<file path="config.mk">
export PLATFORM = sky130hd
export DESIGN_NAME = bram_fetch_engine_flat
export DESIGN_NICKNAME = d
export VERILOG_FILES = /design/src/rtl/bram_fetch_engine_if.sv /design/src/rtl/bram_fetch_engine.sv /design/src/flat_wrapper.sv
export SDC_FILE = /design/constraint.sdc
export NUM_CORES = 1
export LEC_CHECK = 0
export CORE_ASPECT_RATIO = 1.25
export CORE_UTILIZATION = 53
export CTS_BUF_LIST = sky130_fd_sc_hd__clkbuf_16
export CTS_CLUSTER_DIAMETER = 200
export DETAILED_ROUTE_END_ITERATION = 7
export HOLD_SLACK_MARGIN = 0.08
export PLACE_DENSITY = 0.8
export SYNTH_ARGS = -nofsm -noshare
export SYNTH_HDL_FRONTEND = slang
export SYNTH_SLANG_ARGS = --single-unit
</file>
<file path="constraint.sdc">
create_clock -name clk -period 21.7 [get_ports clk]
set_input_delay 3.255 -clock clk [delete_from_list [all_inputs] [get_ports clk]]
set_output_delay 3.255 -clock clk [all_outputs]
set_load 0.005 [all_outputs]
</file>
<file path="src/rtl/bram_fetch_engine_if.sv">
// Control, BRAM read-port and downstream stream bundle for bram_fetch_engine.
// The slave modport is the engine; the master modport is whoever drives it.
interface bram_fetch_engine_if #(
  parameter int DATA_W  = 256,
  parameter int ADDR_W  = 11,
  parameter int LEN_W   = 11,
  parameter int NUM_BUF = 2
);
  localparam int SEL_W = (NUM_BUF > 1) ? $clog2(NUM_BUF) : 1;

  logic              start_fetch;
  logic [LEN_W-1:0]  fetch_len;
  logic [SEL_W-1:0]  buf_sel;
  logic              reset_addr_counter;
  logic              bram_en;
  logic [ADDR_W-1:0] bram_addr;
  logic [DATA_W-1:0] bram_dout;
  logic              m_valid;
  logic              m_ready;
  logic [DATA_W-1:0] m_data;
  logic              m_last;
  logic              busy;
  logic              fetch_done;

  modport master (
    output start_fetch, fetch_len, buf_sel, reset_addr_counter, bram_dout, m_ready,
    input  bram_en, bram_addr, m_valid, m_data, m_last, busy, fetch_done
  );

  modport slave (
    input  start_fetch, fetch_len, buf_sel, reset_addr_counter, bram_dout, m_ready,
    output bram_en, bram_addr, m_valid, m_data, m_last, busy, fetch_done
  );
endinterface

</file>
<file path="src/rtl/bram_fetch_engine.sv">
// Streams fetch_len words out of one BRAM region, with a persistent wrapping
// read offset and a small credit-checked skid FIFO behind the read latency.
module bram_fetch_engine #(
  parameter int DATA_W    = 256,
  parameter int ADDR_W    = 11,
  parameter int NUM_BUF   = 2,
  parameter int BUF_DEPTH = 1024,
  parameter int RD_LAT    = 1,
  parameter int LEN_W     = 11
) (
  input logic               clk,
  input logic               rst,
  bram_fetch_engine_if.slave bus
);
  localparam int SEL_W = (NUM_BUF > 1) ? $clog2(NUM_BUF) : 1;
  localparam int OFF_W = (BUF_DEPTH > 1) ? $clog2(BUF_DEPTH) : 1;
  localparam int DEPTH = RD_LAT + 2;
  localparam int PTR_W = $clog2(DEPTH);
  localparam int CNT_W = $clog2(2 * DEPTH + 1);

  typedef enum logic [1:0] {IDLE, ISSUE, DRAIN} state_e;
  typedef struct packed {
    logic              last;
    logic [DATA_W-1:0] data;
  } ent_t;

  state_e            state_q;
  logic [OFF_W-1:0]  off_q;
  logic [SEL_W-1:0]  sel_q;
  logic [LEN_W-1:0]  rem_q;
  logic              en_q, last_q, busy_q, done_q;
  logic [ADDR_W-1:0] addr_q;

  logic [RD_LAT:1]   vld_pipe_q, lst_pipe_q;
  logic [RD_LAT:0]   vld_pipe, lst_pipe;
  ent_t              mem_q [DEPTH];
  logic [PTR_W-1:0]  rd_ptr_q, wr_ptr_q;
  logic [CNT_W-1:0]  cnt_q, inflight;
  logic              push, pop, m_valid_w, can_issue;
  ent_t              head, push_ent;
  logic [ADDR_W-1:0] base, rd_addr;
  logic [OFF_W-1:0]  off_nx;

  function automatic logic [PTR_W-1:0] nxt(input logic [PTR_W-1:0] p);
    return (p == PTR_W'(DEPTH - 1)) ? '0 : p + 1'b1;
  endfunction

  // Bit 0 is the read being presented this cycle; bit RD_LAT has data on bram_dout.
  assign vld_pipe = {vld_pipe_q, en_q};
  assign lst_pipe = {lst_pipe_q, last_q};
  assign push     = vld_pipe[RD_LAT];
  assign push_ent = '{last: lst_pipe[RD_LAT], data: bus.bram_dout};
  assign head     = mem_q[rd_ptr_q];
  assign m_valid_w = (cnt_q != '0);
  assign pop      = m_valid_w & bus.m_ready;

  always_comb begin
    inflight = '0;
    for (int i = 0; i <= RD_LAT; i++) inflight = inflight + CNT_W'(vld_pipe[i]);
  end

  // A word popped this cycle frees its slot before the new read can land.
  assign can_issue = (rem_q != '0) &&
                     ((cnt_q + inflight) < (CNT_W'(DEPTH) + CNT_W'(pop)));

  assign base    = ADDR_W'(sel_q) * ADDR_W'(BUF_DEPTH);
  assign rd_addr = base + ADDR_W'(off_q);
  assign off_nx  = (off_q == OFF_W'(BUF_DEPTH - 1)) ? '0 : off_q + 1'b1;

  always_ff @(posedge clk or posedge rst) begin
    if (rst) begin
      state_q <= IDLE;
      off_q   <= '0;
      sel_q   <= '0;
      rem_q   <= '0;
      en_q    <= 1'b0;
      last_q  <= 1'b0;
      addr_q  <= '0;
      busy_q  <= 1'b0;
      done_q  <= 1'b0;
    end else begin
      en_q   <= 1'b0;
      last_q <= 1'b0;
      done_q <= 1'b0;
      case (state_q)
        IDLE: begin
          if (bus.reset_addr_counter) off_q <= '0;
          if (bus.start_fetch) begin
            if (bus.fetch_len != '0) begin
              state_q <= ISSUE;
              busy_q  <= 1'b1;
              sel_q   <= (NUM_BUF == 1) ? '0 : bus.buf_sel;
              rem_q   <= bus.fetch_len;
            end else begin
              done_q <= 1'b1;
            end
          end
        end
        ISSUE: begin
          if (can_issue) begin
            en_q   <= 1'b1;
            addr_q <= rd_addr;
            last_q <= (rem_q == LEN_W'(1));
            off_q  <= off_nx;
            rem_q  <= rem_q - 1'b1;
            if (rem_q == LEN_W'(1)) state_q <= DRAIN;
          end
        end
        DRAIN: begin
          if (pop && head.last) begin
            state_q <= IDLE;
            busy_q  <= 1'b0;
            done_q  <= 1'b1;
          end
        end
        default: state_q <= IDLE;
      endcase
    end
  end

  always_ff @(posedge clk or posedge rst) begin
    if (rst) begin
      vld_pipe_q <= '0;
      lst_pipe_q <= '0;
      rd_ptr_q   <= '0;
      wr_ptr_q   <= '0;
      cnt_q      <= '0;
    end else begin
      vld_pipe_q <= vld_pipe[RD_LAT-1:0];
      lst_pipe_q <= lst_pipe[RD_LAT-1:0];
      if (push) wr_ptr_q <= nxt(wr_ptr_q);
      if (pop)  rd_ptr_q <= nxt(rd_ptr_q);
      cnt_q <= cnt_q + CNT_W'(push) - CNT_W'(pop);
    end
  end

  always_ff @(posedge clk) begin
    if (push) mem_q[wr_ptr_q] <= push_ent;
  end

  assign bus.bram_en    = en_q;
  assign bus.bram_addr  = addr_q;
  assign bus.m_valid    = m_valid_w;
  assign bus.m_data     = m_valid_w ? head.data : '0;
  assign bus.m_last     = m_valid_w & head.last;
  assign bus.busy       = busy_q;
  assign bus.fetch_done = done_q;
endmodule

</file>
<file path="src/flat_wrapper.sv">
// flat-port wrapper written by rule: the top's interface ports become plain ports
module bram_fetch_engine_flat 
#(
  parameter int DATA_W    = 256,
  parameter int ADDR_W    = 11,
  parameter int NUM_BUF   = 2,
  parameter int BUF_DEPTH = 1024,
  parameter int RD_LAT    = 1,
  parameter int LEN_W     = 11
)
  (clk, rst, bus_start_fetch, bus_fetch_len, bus_buf_sel, bus_reset_addr_counter, bus_bram_dout, bus_m_ready, bus_bram_en, bus_bram_addr, bus_m_valid, bus_m_data, bus_m_last, bus_busy, bus_fetch_done);
  bram_fetch_engine_if #(.DATA_W(DATA_W), .ADDR_W(ADDR_W), .LEN_W(LEN_W), .NUM_BUF(NUM_BUF)) bus_i ();
  input logic clk;
  input logic rst;
  input wire logic [$bits(bus_i.start_fetch)-1:0] bus_start_fetch;
  input wire logic [$bits(bus_i.fetch_len)-1:0] bus_fetch_len;
  input wire logic [$bits(bus_i.buf_sel)-1:0] bus_buf_sel;
  input wire logic [$bits(bus_i.reset_addr_counter)-1:0] bus_reset_addr_counter;
  input wire logic [$bits(bus_i.bram_dout)-1:0] bus_bram_dout;
  input wire logic [$bits(bus_i.m_ready)-1:0] bus_m_ready;
  output wire logic [$bits(bus_i.bram_en)-1:0] bus_bram_en;
  output wire logic [$bits(bus_i.bram_addr)-1:0] bus_bram_addr;
  output wire logic [$bits(bus_i.m_valid)-1:0] bus_m_valid;
  output wire logic [$bits(bus_i.m_data)-1:0] bus_m_data;
  output wire logic [$bits(bus_i.m_last)-1:0] bus_m_last;
  output wire logic [$bits(bus_i.busy)-1:0] bus_busy;
  output wire logic [$bits(bus_i.fetch_done)-1:0] bus_fetch_done;
  assign bus_i.start_fetch = bus_start_fetch;
  assign bus_i.fetch_len = bus_fetch_len;
  assign bus_i.buf_sel = bus_buf_sel;
  assign bus_i.reset_addr_counter = bus_reset_addr_counter;
  assign bus_i.bram_dout = bus_bram_dout;
  assign bus_i.m_ready = bus_m_ready;
  assign bus_bram_en = bus_i.bram_en;
  assign bus_bram_addr = bus_i.bram_addr;
  assign bus_m_valid = bus_i.m_valid;
  assign bus_m_data = bus_i.m_data;
  assign bus_m_last = bus_i.m_last;
  assign bus_busy = bus_i.busy;
  assign bus_fetch_done = bus_i.fetch_done;
  bram_fetch_engine #(.DATA_W(DATA_W), .ADDR_W(ADDR_W), .NUM_BUF(NUM_BUF), .BUF_DEPTH(BUF_DEPTH), .RD_LAT(RD_LAT), .LEN_W(LEN_W)) u_core (.clk(clk), .rst(rst), .bus(bus_i));
endmodule
</file>
==> reports/qor.txt, run 1 <==
Max-slew violations: 0
Rel. slew slack: 20.5%
Asr flop ratio synth: 5.86%
R2R setup slack: 18.11 ns
Hold-fix buffers, CTS: 0
CTS root buf: clkbuf_16
Final period utilization: 35.6%
Post-DRT Antenna Nets: 0
HPWL after DPL: 46.3 mm
Initial antenna violation count: 19
Commonest non-fill, non-tap cell in the layout: edfxtp_1
Finish-stage setup viols: 0
Crit path time final: 7.72 ns
WP data required: 18.45 ns
CP arrival: 4.47 ns
CTS sink cnt: 819
Routed WL: 75.0 mm
Critical Path Sink Type: output port
Critical path, cell by cell: buf_4 > buf_4 > mux2i_1 > nor2_1 > a21oi_1 > nor2_1 > clkdlybuf4s50_1
CTS resizes: 0
# Post-CTS Setup Buffers: 0
RR Startpoint: u_core.cnt_q[1]
Slowest cell delay on critical path: 0.90 ns
Commonest cells after routing, fill and taps aside: 771 x edfxtp_1, 544 x clkdlybuf4s50_1, 531 x nor2_1
Core Area: 0.0596 mm^2
Worst-path clk slew: 0.06 ns
Total CTS buffers: 77
All-Layer GR Usage: 24.1%
Die width: 221 um
Gpl congestion: 0.847
Peak VDD IR: 0.000109 V
Avg Vias per Cell: 5.55
Max Freq: 129 MHz
H-tree depth: 3
Yosys cell types: 51
Post-route DRC violation count: 0
Clk_skew: 0.0154 ns
Dominant synthesized flop cell: edfxtp_1
Port buffer count: 544
Die Ht: 276 um
Hold crit path type: reg2reg
First-pass iteration count of the detailed router: 5
Post-synth EDFFs: 771
Hold path depth: 0
Critical Path Start Type: flip-flop
RSZ-0062 raised after global routing: no
Initial Util: 53.6%
Vias: 19.6k
Area grow syn2layout: 27.4%
Max FO, Critical Path: 54
Max-cap viol count: 0
Slowest-stage cell, CP: dfrtp_4
Pwr/cell area: 153 mW/mm^2
Routed len/inst: 21.3 um
Die area: 0.0612 mm^2
Endpoints failing hold: 0
Slew @ Worst Pin: 1.19 ns
Drt initial violations: 1484
R2R cell count: 11
Largest net degree at the start of global routing: 156
Fill cell count: 3985
Crit Path Category: reg2out
Layout cells sized above 1: 5.83%
Worst skew pair latency: 0.62 ns
Syn Area/Cell: 14.8 um^2
Min-Delay Startpoint: u_core.last_q
Post-Syn Area: 0.0319 mm^2
Synth Instances: 2161
IO Count: 545
Setup TNS: 0 ns
Post-synthesis sequential area ratio: 76.3%
First-pass GRT wire length: 114 mm
NumNets Final: 2964
Worst Hold Path EP: u_core.lst_pipe_q
CTS max path bufs: 3
Finished Core Util: 68.3%
Number of global-route vias before repair: 20.0k
R2r endpoint: u_core.rem_q[10]
GR Overflow Total: 0
Syn nets: 2445
Status: finished clean
Yosys reg bits: 819
Static leakage: 14.5 nW
Row count: 100
CTS tree: yes
Ys Warns: 0
==> metrics by stage <==
stage	cells	hold slack, ns	total power [mW]	instance area [um^2]	worst slack [ns]
6_report	3522	0.352	6.22	40700	13.98
3_5_place_dp	3366	0.346	4.87	38000	14.68
4_1_cts	3509	0.354	6.27	40600	13.97
5_1_grt	3520	0.367	6.54	40700	13.78
2_1_floorplan	2161	0.331	3.83	31900	2.65
3_3_place_gp	3366	0.341	4.81	38000	14.78
==> cells by family (layout without fill, tap and decap cells) <==
logic type / count (synthesis) / in the layout / synth area share, %
AOI/OAI and AO/OA: 321 / 321 / 5.50
xor gates and xnor gates: 3 / 3 / 0.0823
adders and majority gates: 11 / 11 / 0.478
buffers and inverters: 140 / 723 / 1.78
DFF: 819 / 819 / 76.3
muxes: 269 / 269 / 8.48
other: 0 / 13 / 0
and+or+nand+nor: 598 / 598 / 7.36
==> metal layers <==
layer	GRT usage (%)	routed length (um)	share of wire (%)
met1	27.9	27500	37
met2	42.3	39500	53
met3	5.76	5070	6.8
met4	11.3	2870	3.8
met5	0	109	0.15
==> sequential cells by signal, indices dropped and copies added (netlist names), 2 cells and up <==
name	cells
u_core.cnt_q	3
u_core.rd_ptr_q	2
u_core.wr_ptr_q	2
u_core.bus.bram_addr	11
u_core.off_q	10
u_core.state_q	2
u_core.rem_q	11
u_core.mem_q	771
==> synth_stat cells, drive strengths merged, types with 4 or more instances <==
master  count  share of area, %
o21ai      20              0.31
o31ai       7              0.16
edfxtp    771                73
clkbuf     90               1.1
mux2i     257               8.1
nor2      534               6.3
a21oi     261               4.1
nor4        5             0.098
buf        34              0.50
nand2      21              0.25
ha          9              0.35
mux2       12              0.42
nor3       10              0.16
a21o        4             0.094
nand3      11              0.19
inv        16              0.19
dfrtp      48               3.8
==> how the worst max path moves through the flow <==
stage                       startpoint                  to  slack, ns
floorplan                  u_core.push  u_core.mem_q[0][0]       2.65
global placement    u_core.rd_ptr_q[0]     bus_m_data[131]      14.78
detailed placement  u_core.rd_ptr_q[0]     bus_m_data[132]      14.68
CTS                 u_core.rd_ptr_q[0]     bus_m_data[132]      13.97
global route        u_core.rd_ptr_q[0]     bus_m_data[132]      13.78
finish              u_core.rd_ptr_q[0]     bus_m_data[132]      13.98
==> worst max-delay path: cells and delay by family, from the launching register on <==
kind / cells / cell delay [ns]
flip-flops: 1 / 0.90
buffers and inverters: 3 / 2.11
AO/OA/AOI/OAI: 1 / 0.20
AND/OR/NAND/NOR: 2 / 0.13
multiplexers: 1 / 0.33
==> power by group <==
| part | internal, mW | switching [mW] | total (mW) |
|---|---|---|---|
| Clock | 0.793 | 0.577 | 1.37 |
| Sequential | 2.20 | 0.157 | 2.36 |
| Combinational | 1.18 | 1.32 | 2.50 |
| Total | 4.17 | 2.05 | 6.22 |
==> final cells by class <==
cell class                 count  area, um^2  share of cell area [%]
tap                          765         957                    2.35
antenna                       13        32.5                  0.0800
timing repair buffer         564        5650                    13.9
clock buffer                  78        1950                    4.80
inverter                      16        60.1                   0.148
multi-input combinational   1202        7020                    17.3
sequential                   819       24400                    59.9
clock inverter                65         636                    1.56
Note: power is estimated with default switching activity, not from simulation.
==> inputs of run 2 (changes only) <==
Clock period 21.7 ns to 7.9 ns, I/O delays scaled along.
==> reports/qor.txt, run 2 (synthesis results as in run 1) <==
Largest Register: u_core.mem_q
CTS max path bufs: 3 (unchanged)
Area grow syn2layout: 27.8%
Port buffer count: 544 (unchanged)
Hold-fix buffers, CTS: 0 (unchanged)
Worst skew pair latency: 0.63 ns (about the same)
Worst-path clk slew: 0.06 ns (about the same)
Worst Hold Path EP: u_core.lst_pipe_q
Die area: 0.0612 mm^2 (unchanged)
Core Area: 0.0596 mm^2 (unchanged)
Post-DRT Antenna Nets: 0 (unchanged)
Routed WL: 76.1 mm (+1.5%)
Finish-stage setup viols: 0 (unchanged)
All-Layer GR Usage: 24.4% (+0.30 points)
Drt initial violations: 1505 (+1.4%)
NumNets Final: 2963 (-0.034%)
R2R setup slack: 4.04 ns (-14.07 ns)
Hold path depth: 0 (unchanged)
CTS root buf: clkbuf_16
# Post-CTS Setup Buffers: 0 (unchanged)
Non-filler cells, final: 3522 (unchanged)
Max-cap viol count: 0 (unchanged)
Initial Util: 53.6% (unchanged)
Slew @ Worst Pin: 1.17 ns (-0.0221 ns)
WP data required: 6.71 ns (-11.74 ns)
Max Freq: 212 MHz
H-tree depth: 3 (unchanged)
CTS tree: yes
Max-slew violations: 0 (unchanged)
CTS resizes: 0 (unchanged)
Total CTS buffers: 78 (+1.3%)
Fin worst setup slack: 3.18 ns (-10.80 ns)
Rel. slew slack: 22.0% (+1.5 points)
Avg Vias per Cell: 5.59 (+0.63%)
Critical Path Sink Type: output port
Number of flip-flops in the largest register: 771 (unchanged)
Max FO, Critical Path: 220 (+310%)
Commonest cells after routing, fill and taps aside: 771 x edfxtp_1, 544 x clkdlybuf4s50_1, 531 x nor2_1
Routed len/inst: 21.6 um (+1.5%)
Crit path time final: 4.72 ns
Die width: 221 um (unchanged)
Final period utilization: 59.7%
Min-Delay Startpoint: u_core.last_q
Vias: 19.7k (+0.63%)
CTS sink cnt: 819 (unchanged)
RR Startpoint: u_core.cnt_q[1]
HPWL after DPL: 45.8 mm (-1.1%)
RSZ-0062 raised after global routing: no
Endpoints failing hold: 0 (unchanged)
Peak VDD IR: 0.000344 V (+220%)
GR Overflow Total: 0 (unchanged)
Row count: 100 (unchanged)
Pwr/cell area: 425 mW/mm^2 (+180%)
CP arrival: 3.53 ns (-0.94 ns)
Status: finished clean
Die Ht: 276 um (unchanged)
First-pass GRT wire length: 115 mm (+0.95%)
CP startpoint: u_core.rd_ptr_q[1]
Pre-CTS WS: 3.88 ns (-10.79 ns)
Static leakage: 14.6 nW (+0.30%)
Layout cells sized above 1: 6.05% (+0.22 points)
Gpl congestion: 0.828 (-2.3%)
R2r endpoint: u_core.rem_q[0]
Setup TNS: 0 ns (unchanged)
Fill cell count: 3885 (-2.5%)
Placed Cells: 3364 (-0.059%)
Clk_skew: 0.0124 ns (-0.00300 ns)
R2R cell count: 11 (unchanged)
Crit Path Category: reg2out
IO Count: 545 (unchanged)
Largest net degree at the start of global routing: 221 (+42%)
Commonest non-fill, non-tap cell in the layout: edfxtp_1
Hold crit path type: reg2reg
Critical Path Start Type: flip-flop
Initial antenna violation count: 17 (-2)
Post-route DRC violation count: 0 (unchanged)
First-pass iteration count of the detailed router: 5 (unchanged)
Number of global-route vias before repair: 20.2k (+0.94%)
==> run 2: metal layers <==
layer  GRT usage [%]  share of wire [%]  up-vias
met2            42.6                 52      766
met4            13.6                4.6        6
met5               0              0.053        -
met3            5.44                6.8      185
met1            27.9                 36     9693
li1                -                  -     9025
==> run 2: critical path: stages (launching register included) <==
cell and delay (ns):
dfrtp_4 0.96, buf_12 0.54, a21oi_1 0.31, nor2_1 0.18
clkdlybuf4s50_1 0.51
==> run 2: cell type report <==
type	count	area, um^2	area share (%)
inverter	16	60.1	0.147
multi-input combinational	1202	7020	17.2
clock inverter	63	663	1.63
clock buffer	81	2030	4.97
sequential	819	24400	59.7
tap	765	957	2.35
antenna	14	35.0	0.0859
timing repair buffer	562	5670	13.9
==> run 2: report_power, final <==
group / internal, mW / total (mW) / switching [mW]
Clock: 2.27 / 3.88 / 1.61
Sequential: 6.04 / 6.46 / 0.413
Combinational: 3.24 / 6.98 / 3.74
Total: 11.6 / 17.3 / 5.76
==> run 2: how the worst max path moves through the flow <==
stage / end / slack (ns) / cells past startpoint
2_1_floorplan: u_core.mem_q[0][0] / -3.15 / 2
3_3_place_gp: bus_m_data[138] / 3.94 / 4
3_5_place_dp: bus_m_data[51] / 3.88 / 5
4_1_cts: bus_m_data[20] / 3.18 / 5
5_1_grt: bus_m_data[20] / 3.05 / 5
6_report: bus_m_data[3] / 3.18 / 4
==> run 2: per-stage QoR <==
step / power, mW / util [%] / area, um^2 / hold slack, ns
floorplan: 10.2 / - / 31900 / 0.331
global placement: 13.2 / 63.9 / 38100 / 0.340
detailed placement: 13.4 / 63.9 / 38100 / 0.349
CTS: 17.4 / 68.4 / 40800 / 0.362
global route: 18.2 / 68.5 / 40800 / 0.371
finish: 17.3 / 68.5 / 40800 / 0.358
==> inputs of run 3 (changes only) <==
Settings changed: CORE_UTILIZATION 53 to 48, PLACE_DENSITY 0.8 to 0.76.
Clock period 7.9 ns to 4.3 ns, I/O delays scaled along.
==> reports/qor.txt, run 3 (synthesis results as in run 1) <==
Status: finished clean
Drt initial violations: 1231 (-18%)
Gpl congestion: 0.802 (-3.1%)
First-pass iteration count of the detailed router: 5 (unchanged)
# Post-CTS Setup Buffers: 0 (unchanged)
Max FO, Critical Path: 60 (-73%)
Number of global-route vias before repair: 19.8k (-2.3%)
Slowest-stage cell, CP: dfrtp_4
CTS root buf: clkbuf_16
Final period utilization: 86.0%
WP data required: 3.65 ns (-3.06 ns)
Layout cells sized above 1: 6.76% (+0.71 points)
RSZ-0062 raised after global routing: no
Critical path, cell by cell: buf_4 > nor2_1 > a21oi_1 > nor2_1 > clkdlybuf4s50_1
Slowest cell delay on critical path: 0.99 ns (+0.03 ns)
Fin worst setup slack: 0.601 ns (-2.58 ns)
IO Count: 545 (unchanged)
Hold path depth: 0 (unchanged)
Worst-path clk slew: 0.06 ns (about the same)
Pwr/cell area: 765 mW/mm^2 (+80%)
Slew @ Worst Pin: 1.07 ns (-0.102 ns)
Initial antenna violation count: 17 (unchanged)
Max-slew violations: 0 (unchanged)
Core Area: 0.0657 mm^2 (+10%)
Die width: 233 um (+5.0%)
All-Layer GR Usage: 21.4% (-3.0 points)
Max-cap viol count: 0 (unchanged)
Worst skew pair latency: 0.61 ns (-0.02 ns)
Die area: 0.0675 mm^2 (+10%)
Port buffer count: 544 (unchanged)
Static leakage: 14.6 nW (+0.31%)
Row count: 105 (+5.0%)
Post-DRT Antenna Nets: 0 (unchanged)
Die Ht: 290 um (+5.0%)
CTS resizes: 0 (unchanged)
CTS sink cnt: 819 (unchanged)
H-tree depth: 3 (unchanged)
Net switching power: 10.4 mW (+81%)
Combinational power share: 41.4% (+1.1 points)
Cell Int Power: 21.0 mW (+81%)
Critical Path Sink Type: output port
Final hold slack: 0.413 ns (+0.0546 ns)
Post-route DRC violation count: 0 (unchanged)
Largest Register: u_core.mem_q
CTS tree: yes
R2R cell count: 10 (-1)
Crit path time final: 3.70 ns
Routed len/inst: 20.3 um (-6.2%)
Endpoints failing hold: 0 (unchanged)
NumNets Final: 2989 (+0.88%)
First-pass GRT wire length: 111 mm (-3.3%)
WP depth: 5 (+1)
Area grow syn2layout: 28.6%
Finish-stage setup viols: 0 (unchanged)
Total CTS buffers: 79 (+1.3%)
Initial Util: 48.6% (-5.0 points)
Max Freq: 270 MHz
CP delay by family, top: buffers and inverters
Top cell by count, worst path: nor2_1
Commonest cells after routing, fill and taps aside: 771 x edfxtp_1, 544 x clkdlybuf4s50_1, 531 x nor2_1
HPWL after DPL: 46.3 mm (+1.0%)
Switching Fraction: 33.3% (about the same)
Hold crit path type: reg2reg
GR Overflow Total: 0 (unchanged)
Number of flip-flops in the largest register: 771 (unchanged)
Clock share of power: 21.0% (-1.4 points)
CTS max path bufs: 3 (unchanged)
Routed WL: 73.8 mm (-3.1%)
Critical Path Start Type: flip-flop
Clk_skew: 0.0217 ns (+0.00933 ns)
Vias: 19.3k (-1.7%)
Crit Path Category: reg2out
Peak VDD IR: 0.000527 V (+53%)
Hold-fix buffers, CTS: 0 (unchanged)
Seq pwr share: 37.6% (+0.3 points)
Rel. slew slack: 28.8% (+6.8 points)
Largest net degree at the start of global routing: 141 (-36%)
Avg Vias per Cell: 5.32 (-4.8%)
Buffer and inverter count on the worst path: 2 (unchanged)
Pre-CTS WS: 1.00 ns (-2.88 ns)
CP arrival: 3.05 ns (-0.48 ns)
Commonest non-fill, non-tap cell in the layout: edfxtp_1
==> run 3: cell count changes in the layout (fill, tap and decap cells not counted), moves of 4 or more <==
cell and change:
inv_1 +4, clkinv_2 -10, buf_4 +13, bufinv_16 -7
clkinvlp_4 +8, buf_12 +12
==> run 3: worst paths after layout <==
kind	startpoint	endpoint	slack, ns
setup / recovery	u_core.rd_ptr_q[1]	bus_m_data[100]	0.60
hold / removal	u_core.bus.bram_en	u_core.push	0.41
setup reg to reg	u_core.push	u_core.rem_q[10]	0.97
hold reg to reg	u_core.bus.bram_en	u_core.push	0.41
max in group asynchronous	rst	u_core.rd_ptr_q[1]	2.89
min in group asynchronous	rst	u_core.bus.bram_addr[3]	0.67
==> run 3: power groups by stage <==
stage	combinational (mW)	sequential [mW]	clock, mW
after floorplan	6.58	11.9	0
after global placement	12.9	11.8	0
after detailed placement	13.1	12.0	0
after CTS	13.2	11.8	6.71
after global routing	14.1	12.0	7.01
final	13.0	11.8	6.59
==> run 3: layer usage <==
layer | wire length [um] | GRT usage (%) | up-vias | part of all wire, %
met5 | 48 | 0 | - | 0.065
met4 | 2250 | 9.10 | 6 | 3.1
met1 | 27900 | 25.0 | 9518 | 38
li1 | - | - | 9064 | -
met3 | 5190 | 5.34 | 124 | 7.0
met2 | 38400 | 37.3 | 625 | 52
==> run 3: area by class of cell <==
class / instances / area (um^2)
flip-flops and latches: 819 / 24400
clock inverters: 62 / 470
inverters: 16 / 60.1
repair buffers: 587 / 6010
fillers: 4745 / 24700
multi-input cells: 1202 / 7020
clock buffers: 80 / 2000
diodes: 15 / 37.5
well taps: 856 / 1070
==> run 3: through the flow <==
stage | total power [mW] | utilization (%) | instances | cell area [um^2] | TNS (ns)
floorplan | 18.5 | - | 2161 | 31900 | -932.57
detailed placement | 25.0 | 58.6 | 3480 | 38500 | 0
finish | 31.4 | 62.5 | 3637 | 41000 | 0
global placement | 24.7 | 58.6 | 3480 | 38500 | 0
global route | 33.1 | 62.5 | 3636 | 41000 | 0
CTS | 31.7 | 62.4 | 3622 | 41000 | 0
